[src/rtl/csi_packet_ctrl.sv]
// CSI-2 packet sequencer: header assembly with ECC check, short/long classification,
// payload delimiting and CRC footer capture. Optional header correction: PH_CORRECT_EN.

module ecc_block (
  input  logic [29:0] i_ph,
  output logic [23:0] o_data,
  output logic        o_corrected,
  output logic        o_error
);

  // Parity-check column for each of the 24 header data bits
  function automatic logic [5:0] eccCol(input logic [4:0] idx);
    case (idx)
      5'd0:    eccCol = 6'h07;
      5'd1:    eccCol = 6'h0B;
      5'd2:    eccCol = 6'h0D;
      5'd3:    eccCol = 6'h0E;
      5'd4:    eccCol = 6'h13;
      5'd5:    eccCol = 6'h15;
      5'd6:    eccCol = 6'h16;
      5'd7:    eccCol = 6'h19;
      5'd8:    eccCol = 6'h1A;
      5'd9:    eccCol = 6'h1C;
      5'd10:   eccCol = 6'h23;
      5'd11:   eccCol = 6'h25;
      5'd12:   eccCol = 6'h26;
      5'd13:   eccCol = 6'h29;
      5'd14:   eccCol = 6'h2A;
      5'd15:   eccCol = 6'h2C;
      5'd16:   eccCol = 6'h31;
      5'd17:   eccCol = 6'h32;
      5'd18:   eccCol = 6'h34;
      5'd19:   eccCol = 6'h38;
      5'd20:   eccCol = 6'h1F;
      5'd21:   eccCol = 6'h2F;
      5'd22:   eccCol = 6'h37;
      5'd23:   eccCol = 6'h3B;
      default: eccCol = 6'h00;
    endcase
  endfunction

  logic [5:0] w_parity;
  logic [5:0] w_syndrome;

  always_comb begin
    w_parity = '0;
    for (int i = 0; i < 24; i++) begin
      if (i_ph[i]) w_parity = w_parity ^ eccCol(5'(i));
    end
  end

  assign w_syndrome = w_parity ^ i_ph[29:24];

`ifdef PH_CORRECT_EN
  // A syndrome equal to one data column pinpoints the flipped bit; anything else nonzero is fatal
  always_comb begin
    o_data      = i_ph[23:0];
    o_corrected = 1'b0;
    o_error     = (w_syndrome != 6'h00);
    for (int i = 0; i < 24; i++) begin
      if (w_syndrome == eccCol(5'(i))) begin
        o_data[i]   = ~i_ph[i];
        o_corrected = 1'b1;
        o_error     = 1'b0;
      end
    end
  end
`else
  assign o_data      = i_ph[23:0];
  assign o_corrected = 1'b0;
  assign o_error     = (w_syndrome != 6'h00);
`endif

endmodule

module csi_packet_ctrl #(
  parameter logic [5:0] SHORT_DT_MAX = 6'h0F
) (
  input  logic        clk,
  input  logic        reset,
  input  logic        rx_active,
  input  logic [7:0]  byte_in,
  input  logic        byte_valid,
  output logic        ph_valid,
  output logic [7:0]  data_id,
  output logic [15:0] word_count,
  output logic        ph_corrected,
  output logic        ph_error,
  output logic [7:0]  payload_data,
  output logic        payload_valid,
  output logic        payload_last,
  output logic [15:0] crc_data,
  output logic        crc_valid,
  output logic        pkt_abort,
  output logic        busy
);

  localparam logic [2:0] S_IDLE     = 3'd0;
  localparam logic [2:0] S_HDR      = 3'd1;
  localparam logic [2:0] S_PAYLOAD  = 3'd2;
  localparam logic [2:0] S_CRC      = 3'd3;
  localparam logic [2:0] S_WAIT_END = 3'd4;

  logic [2:0]  r_state;
  logic [1:0]  r_idx;
  logic [23:0] r_hdr;
  logic [15:0] r_cnt;
  logic [7:0]  r_crcLo;
  logic        r_crcIdx;

  logic        w_accept;
  logic [23:0] w_eccData;
  logic        w_eccCorr;
  logic        w_eccErr;
  logic [5:0]  w_dt;
  logic [15:0] w_wc;

  assign w_accept = rx_active & byte_valid;
  assign w_dt     = w_eccData[5:0];
  assign w_wc     = w_eccData[23:8];
  assign busy     = (r_state != S_IDLE);

  // ECC byte bits [7:6] are reserved, so only the low six reach the checker
  ecc_block u_ecc (
    .i_ph        ({byte_in[5:0], r_hdr}),
    .o_data      (w_eccData),
    .o_corrected (w_eccCorr),
    .o_error     (w_eccErr)
  );

  always_ff @(posedge clk or posedge reset) begin
    if (reset) begin
      r_state       <= S_IDLE;
      r_idx         <= 2'd0;
      r_hdr         <= '0;
      r_cnt         <= '0;
      r_crcLo       <= '0;
      r_crcIdx      <= 1'b0;
      ph_valid      <= 1'b0;
      data_id       <= '0;
      word_count    <= '0;
      ph_corrected  <= 1'b0;
      ph_error      <= 1'b0;
      payload_data  <= '0;
      payload_valid <= 1'b0;
      payload_last  <= 1'b0;
      crc_data      <= '0;
      crc_valid     <= 1'b0;
      pkt_abort     <= 1'b0;
    end else begin
      ph_valid      <= 1'b0;
      payload_valid <= 1'b0;
      payload_last  <= 1'b0;
      crc_valid     <= 1'b0;
      pkt_abort     <= 1'b0;

      case (r_state)
        S_IDLE: begin
          if (w_accept) begin
            r_hdr[7:0] <= byte_in;
            r_idx      <= 2'd1;
            r_state    <= S_HDR;
          end
        end

        S_HDR: begin
          if (!rx_active) begin
            r_state   <= S_IDLE;
            pkt_abort <= 1'b1;
          end else if (byte_valid) begin
            case (r_idx)
              2'd1: begin
                r_hdr[15:8] <= byte_in;
                r_idx       <= 2'd2;
              end
              2'd2: begin
                r_hdr[23:16] <= byte_in;
                r_idx        <= 2'd3;
              end
              default: begin
                ph_valid     <= 1'b1;
                data_id      <= w_eccData[7:0];
                word_count   <= w_wc;
                ph_corrected <= w_eccCorr;
                ph_error     <= w_eccErr;
                r_idx        <= 2'd0;
                if (w_eccErr || (w_dt <= SHORT_DT_MAX)) begin
                  r_state <= S_WAIT_END;
                end else if (w_wc != 16'd0) begin
                  r_cnt   <= w_wc;
                  r_state <= S_PAYLOAD;
                end else begin
                  r_crcIdx <= 1'b0;
                  r_state  <= S_CRC;
                end
              end
            endcase
          end
        end

        S_PAYLOAD: begin
          if (!rx_active) begin
            r_state   <= S_IDLE;
            pkt_abort <= 1'b1;
          end else if (byte_valid) begin
            payload_valid <= 1'b1;
            payload_data  <= byte_in;
            r_cnt         <= r_cnt - 16'd1;
            if (r_cnt == 16'd1) begin
              payload_last <= 1'b1;
              r_crcIdx     <= 1'b0;
              r_state      <= S_CRC;
            end
          end
        end

        // First footer byte is staged so crc_data only changes together with crc_valid
        S_CRC: begin
          if (!rx_active) begin
            r_state   <= S_IDLE;
            pkt_abort <= 1'b1;
          end else if (byte_valid) begin
            if (!r_crcIdx) begin
              r_crcLo  <= byte_in;
              r_crcIdx <= 1'b1;
            end else begin
              crc_data  <= {byte_in, r_crcLo};
              crc_valid <= 1'b1;
              r_crcIdx  <= 1'b0;
              r_state   <= S_WAIT_END;
            end
          end
        end

        S_WAIT_END: begin
          if (!rx_active) r_state <= S_IDLE;
        end

        default: r_state <= S_IDLE;
      endcase
    end
  end

endmodule

[config.mk]
export PLATFORM = sky130hd
export DESIGN_NAME = csi_packet_ctrl
export DESIGN_NICKNAME = d
export VERILOG_FILES = /design/src/rtl/csi_packet_ctrl.sv
export SDC_FILE = /design/constraint.sdc
export NUM_CORES = 1
export LEC_CHECK = 0
export BUFFER_PORTS_ARGS = -buffer_cell sky130_fd_sc_hd__buf_2
export CORE_MARGIN = 10
export CORE_UTILIZATION = 58
export CTS_CLUSTER_SIZE = 12
export DETAILED_ROUTE_END_ITERATION = 16
export GPL_ROUTABILITY_DRIVEN = 0
export GPL_TIMING_DRIVEN = 0
export PLACE_DENSITY = 0.79
export SLEW_MARGIN = 20
export SYNTH_ARGS = -nofsm -noshare
export SYNTH_HDL_FRONTEND = slang
export SYNTH_HIERARCHICAL = 1
export SYNTH_SLANG_ARGS = --single-unit
[constraint.sdc]
create_clock -name clk -period 4 [get_ports clk]
set_input_delay 0.8 -clock clk [delete_from_list [all_inputs] [get_ports clk]]
set_output_delay 0.8 -clock clk [all_outputs]
set_load 0.01 [all_outputs]
==> summary.md <==
| Metric | Value |
|---|---|
| Reg clk slew, reported paths | `0.12 ns` |
| Tmin final | `3.525 ns` |
| First-pass DRT Iterations | `5` |
| Synth top area share | `0.4823` |
| Min Hold Slack | `0.3816 ns` |
| Post-synth top cells | `dfrtp_1 (109), mux2_2 (84), buf_4 (26)` |
| Final setup margin | `0.4752 ns` |
| Relative slew slack | `0.4549` |
| Main synth FF type | `dfrtp_1` |
| First DRT Iteration DRCs | `268` |
| DP Worst Slack | `0.3297 ns` |
| Worst Setup EP | `r_cnt[7]` |
| Post-DP HPWL | `9547 um` |
| Crit path from | `r_hdr[5]` |
| Area grow syn2layout | `12.99%` |
| Routed len/inst | `18.89 um` |
| Synth Cell Area | `5655 um2` |
| Xor and xnor area share after synthesis | `0.09425` |
| Status | `finished, final reports clean` |
| Power per cell area | `809.2 nW/um2` |
| Post-CTS Resized | `0` |
| Share of layout cells above drive strength 1 | `0.4051` |
| Nets | `559` |
| Clk_lat worst skew | `0.39 ns` |
| Worst-margin pin slew | `0.8132 ns` |
| Mux cell area share after synthesis | `0.1673` |
| Async SR Flop Fraction | `1.000` |
| Critical path, cell by cell | `xnor3_2 -> xnor2_4 -> xnor3_1 -> nor3_1 -> o221ai_1 -> o21bai_1 -> nor3_2 -> a31oi_4 -> nand2b_2 -> buf_4 -> a211o_1` |
| Die area | `14100 um2` |
| Critical path class | `reg -> reg` |
| # diodes | `0` |
| Period utilization | `0.8812` |
| Area contributors post-synth | `dfrtp_1 (48%), mux2_2 (17%), xnor2_1 (3.9%)` |
| Lkg Pwr | `3.106 nW` |
| Syn Nets | `481` |
| Number of setup buffers added after CTS | `0` |
| Max IR drop VDD | `0.0006052 V` |
| CTS Buffer Depth | `2` |
| Largest family of logic cells by synthesized area | `multiplexers` |
| First-pass GRT wire length | `21530 um` |
| GR Util met3 | `0.04046` |
| Hold Path Class | `in -> async` |
| Endpoints failing setup | `0` |
| Vias | `3916` |
| R2R depth | `11` |
| Largest net degree at the start of global routing | `76` |
| Seq/Total Area, Yosys | `0.4823` |
| GR Util All Layers | `0.1860` |
| Cts hold-fix bufs | `0` |
| R2R Path End | `r_cnt[7]` |
| # IOs | `68` |
| Synth Instances | `465` |
| Design Power | `0.005171 W` |
| WP data required | `4.27 ns` |
| Launch point of the worst reg-to-reg path | `r_hdr[5]` |
| Routing usage on met1 | `0.2226` |
| Die width | `118.7 um` |
| NetSw | `0.001955 W` |
| Number of flops mapped to enable cells by yosys | `0` |
| Finished Layout Cells | `677` |
| Seq cells post-synth | `109` |
| Final worst clock skew | `0.01873 ns` |
| Crit. End Element | `register` |
| Most frequent cell after synthesis | `dfrtp_1` |
| CTS sink count | `109` |
| DR DRC count | `0` |
| Design Area, Final | `6390 um2` |
| Core ar. | `9371 um2` |
| Dpl cells | `661` |
| Largest delay share family, worst path | `XOR/XNOR gates` |
| Total congestion overflow | `0` |
| Synthesized area per cell | `12.16 um2` |
| F_max | `283.7 MHz` |
| Num rows | `35` |
| Buffers & Inverters on Critical Path | `1` |
| RSZ-0062 raised after global routing | `false` |
| WL final | `12790 um` |
| Data arrival, critical path | `3.79 ns` |
| Final Max Tran Viols | `0` |
| Root Buffer | `clkbuf_8` |
| Synth Area in Simple Gates | `0.09867` |
| CP max FO | `10` |
| Startpoint types | `register` |
| H-Tree Depth | `3` |
| Crit. path cell count | `11` |
| Vias per cell | `5.784` |
| Comb pwr share | `0.517` |
| Worst R2R Setup Slack | `0.48 ns` |
| Port Buffers | `66` |
| Area leader, netlist | `dfrtp_1` |
| Starting density of the core | `0.6035` |
| Sw frac | `0.3782` |
| Cell Area, Placed | `6180 um2` |
| Worst path slowest cell | `xnor3_2` |
| Final hold violation count | `0` |
| Max Cap Viol | `0` |
| Seq pwr share | `0.350` |
| CTS tree | `done` |
| Synthesis warning total | `6` |
| Post-route ant nets | `0` |
| P_int | `0.003215 W` |
| Die height | `118.7 um` |
| Compound-Gate Fraction of Synth Area | `0.08606` |
| Clk pwr share | `0.132` |
| Grt peak-use layer | `met2` |
| Initial antenna violation count | `0` |
| Synth cell types | `63` |
| Met2 Track Usage GR | `0.3219` |
| Adder-cell share of the synthesized area | `0.008850` |
| CTS Buf Count | `9` |
| Vias in the first global route | `4150` |
| Critical Path Max Stage Delay | `0.50 ns` |
area by class of cell:
type / instances / area (um2)
buffer: 43 / 290.3
clock buffer: 9 / 123.9
clock inverter: 7 / 86.33
fill: 690 / 2982
inverter: 16 / 65.06
multi-input combinational: 297 / 2577
sequential: 109 / 2728
tap: 129 / 161.4
timing repair buffer: 67 / 357.8
layout by cell type (no fill, tap or decap), drive strengths merged, types with 2 or more instances in the layout:
cell | netlist | routed
a211o | 3 | 3
xor2 | 5 | 5
xnor2 | 27 | 27
nand3 | 3 | 3
a2111oi | 3 | 3
o21bai | 3 | 3
clkinv | 0 | 4
inv | 16 | 19
buf | 35 | 102
or3 | 5 | 5
nor4 | 10 | 10
o22ai | 2 | 2
ha | 4 | 4
nor3 | 18 | 18
clkbuf | 8 | 17
nor2 | 19 | 19
o21ai | 16 | 16
or3b | 2 | 2
a31oi | 6 | 6
nand2b | 5 | 5
nor3b | 4 | 4
nand2 | 18 | 18
xnor3 | 10 | 10
o211ai | 4 | 4
and3 | 4 | 4
or4 | 2 | 2
a211oi | 4 | 4
a21o | 2 | 2
a21oi | 15 | 15
nand4 | 4 | 4
o311ai | 2 | 2
dfrtp | 109 | 109
mux2 | 84 | 84
stage by stage:
stage                 util  setup TNS [ns]
floorplan                -               0
global placement    0.6559          -89.82
detailed placement  0.6594               0
CTS                 0.6818               0
global route        0.6818               0
finish              0.6818               0
power by group through the flow:
stage          logic (W)  clock network, W  registers, W
2_1_floorplan    0.00207                 0       0.00180
3_3_place_gp     0.00257                 0       0.00181
3_5_place_dp     0.00266                 0       0.00183
4_1_cts          0.00267          0.000703       0.00181
5_1_grt          0.00288          0.000749       0.00187
6_report         0.00267          0.000685       0.00181
sequential cells by signal, indices dropped and copies added, names as in the netlist, 2 cells and up:
| register | count |
|---|---|
| r_hdr | 24 |
| crc_data | 16 |
| r_cnt | 16 |
| word_count | 16 |
| data_id | 8 |
| payload_data | 8 |
| r_crcLo | 8 |
| r_state | 3 |
| r_idx | 2 |
worst min path at each step:
stage | end | slack [ns] | start | depth (start not counted)
after floorplan | r_cnt[13] | 0.47 | r_cnt[13] | 1
after global placement | ph_corrected | 0.48 | ph_corrected | 1
after detailed placement | data_id[2] | 0.49 | data_id[2] | 1
after CTS | r_cnt[2] | 0.39 | reset | 2
after global routing | payload_last | 0.40 | reset | 2
final | r_cnt[2] | 0.38 | reset | 2
worst register-to-register path, stage by stage, from the launching register on:
cell      delay [ns]
dfrtp_1         0.46
xnor3_2         0.50
xnor2_4         0.20
xnor3_1         0.36
nor3_1          0.19
o221ai_1        0.21
o21bai_1        0.30
nor3_2          0.24
a31oi_4         0.19
nand2b_2        0.28
buf_4           0.20
a211o_1         0.29
metal layers:
layer / vias up / wire [um]
met2: 138 / 6545
met3: 34 / 768
met1: 1947 / 5171
met4: 0 / 304
met5: - / 0
li1: 1797 / -
cells by family after synthesis:
logic type      count (synthesis)
flops                         109
simple gates                   98
mux                            84
compound gates                 68
buf+inv                        59
xor+xnor                       42
fa+ha+maj                       4
other cells                     1
(Power assumes the default switching activity.)
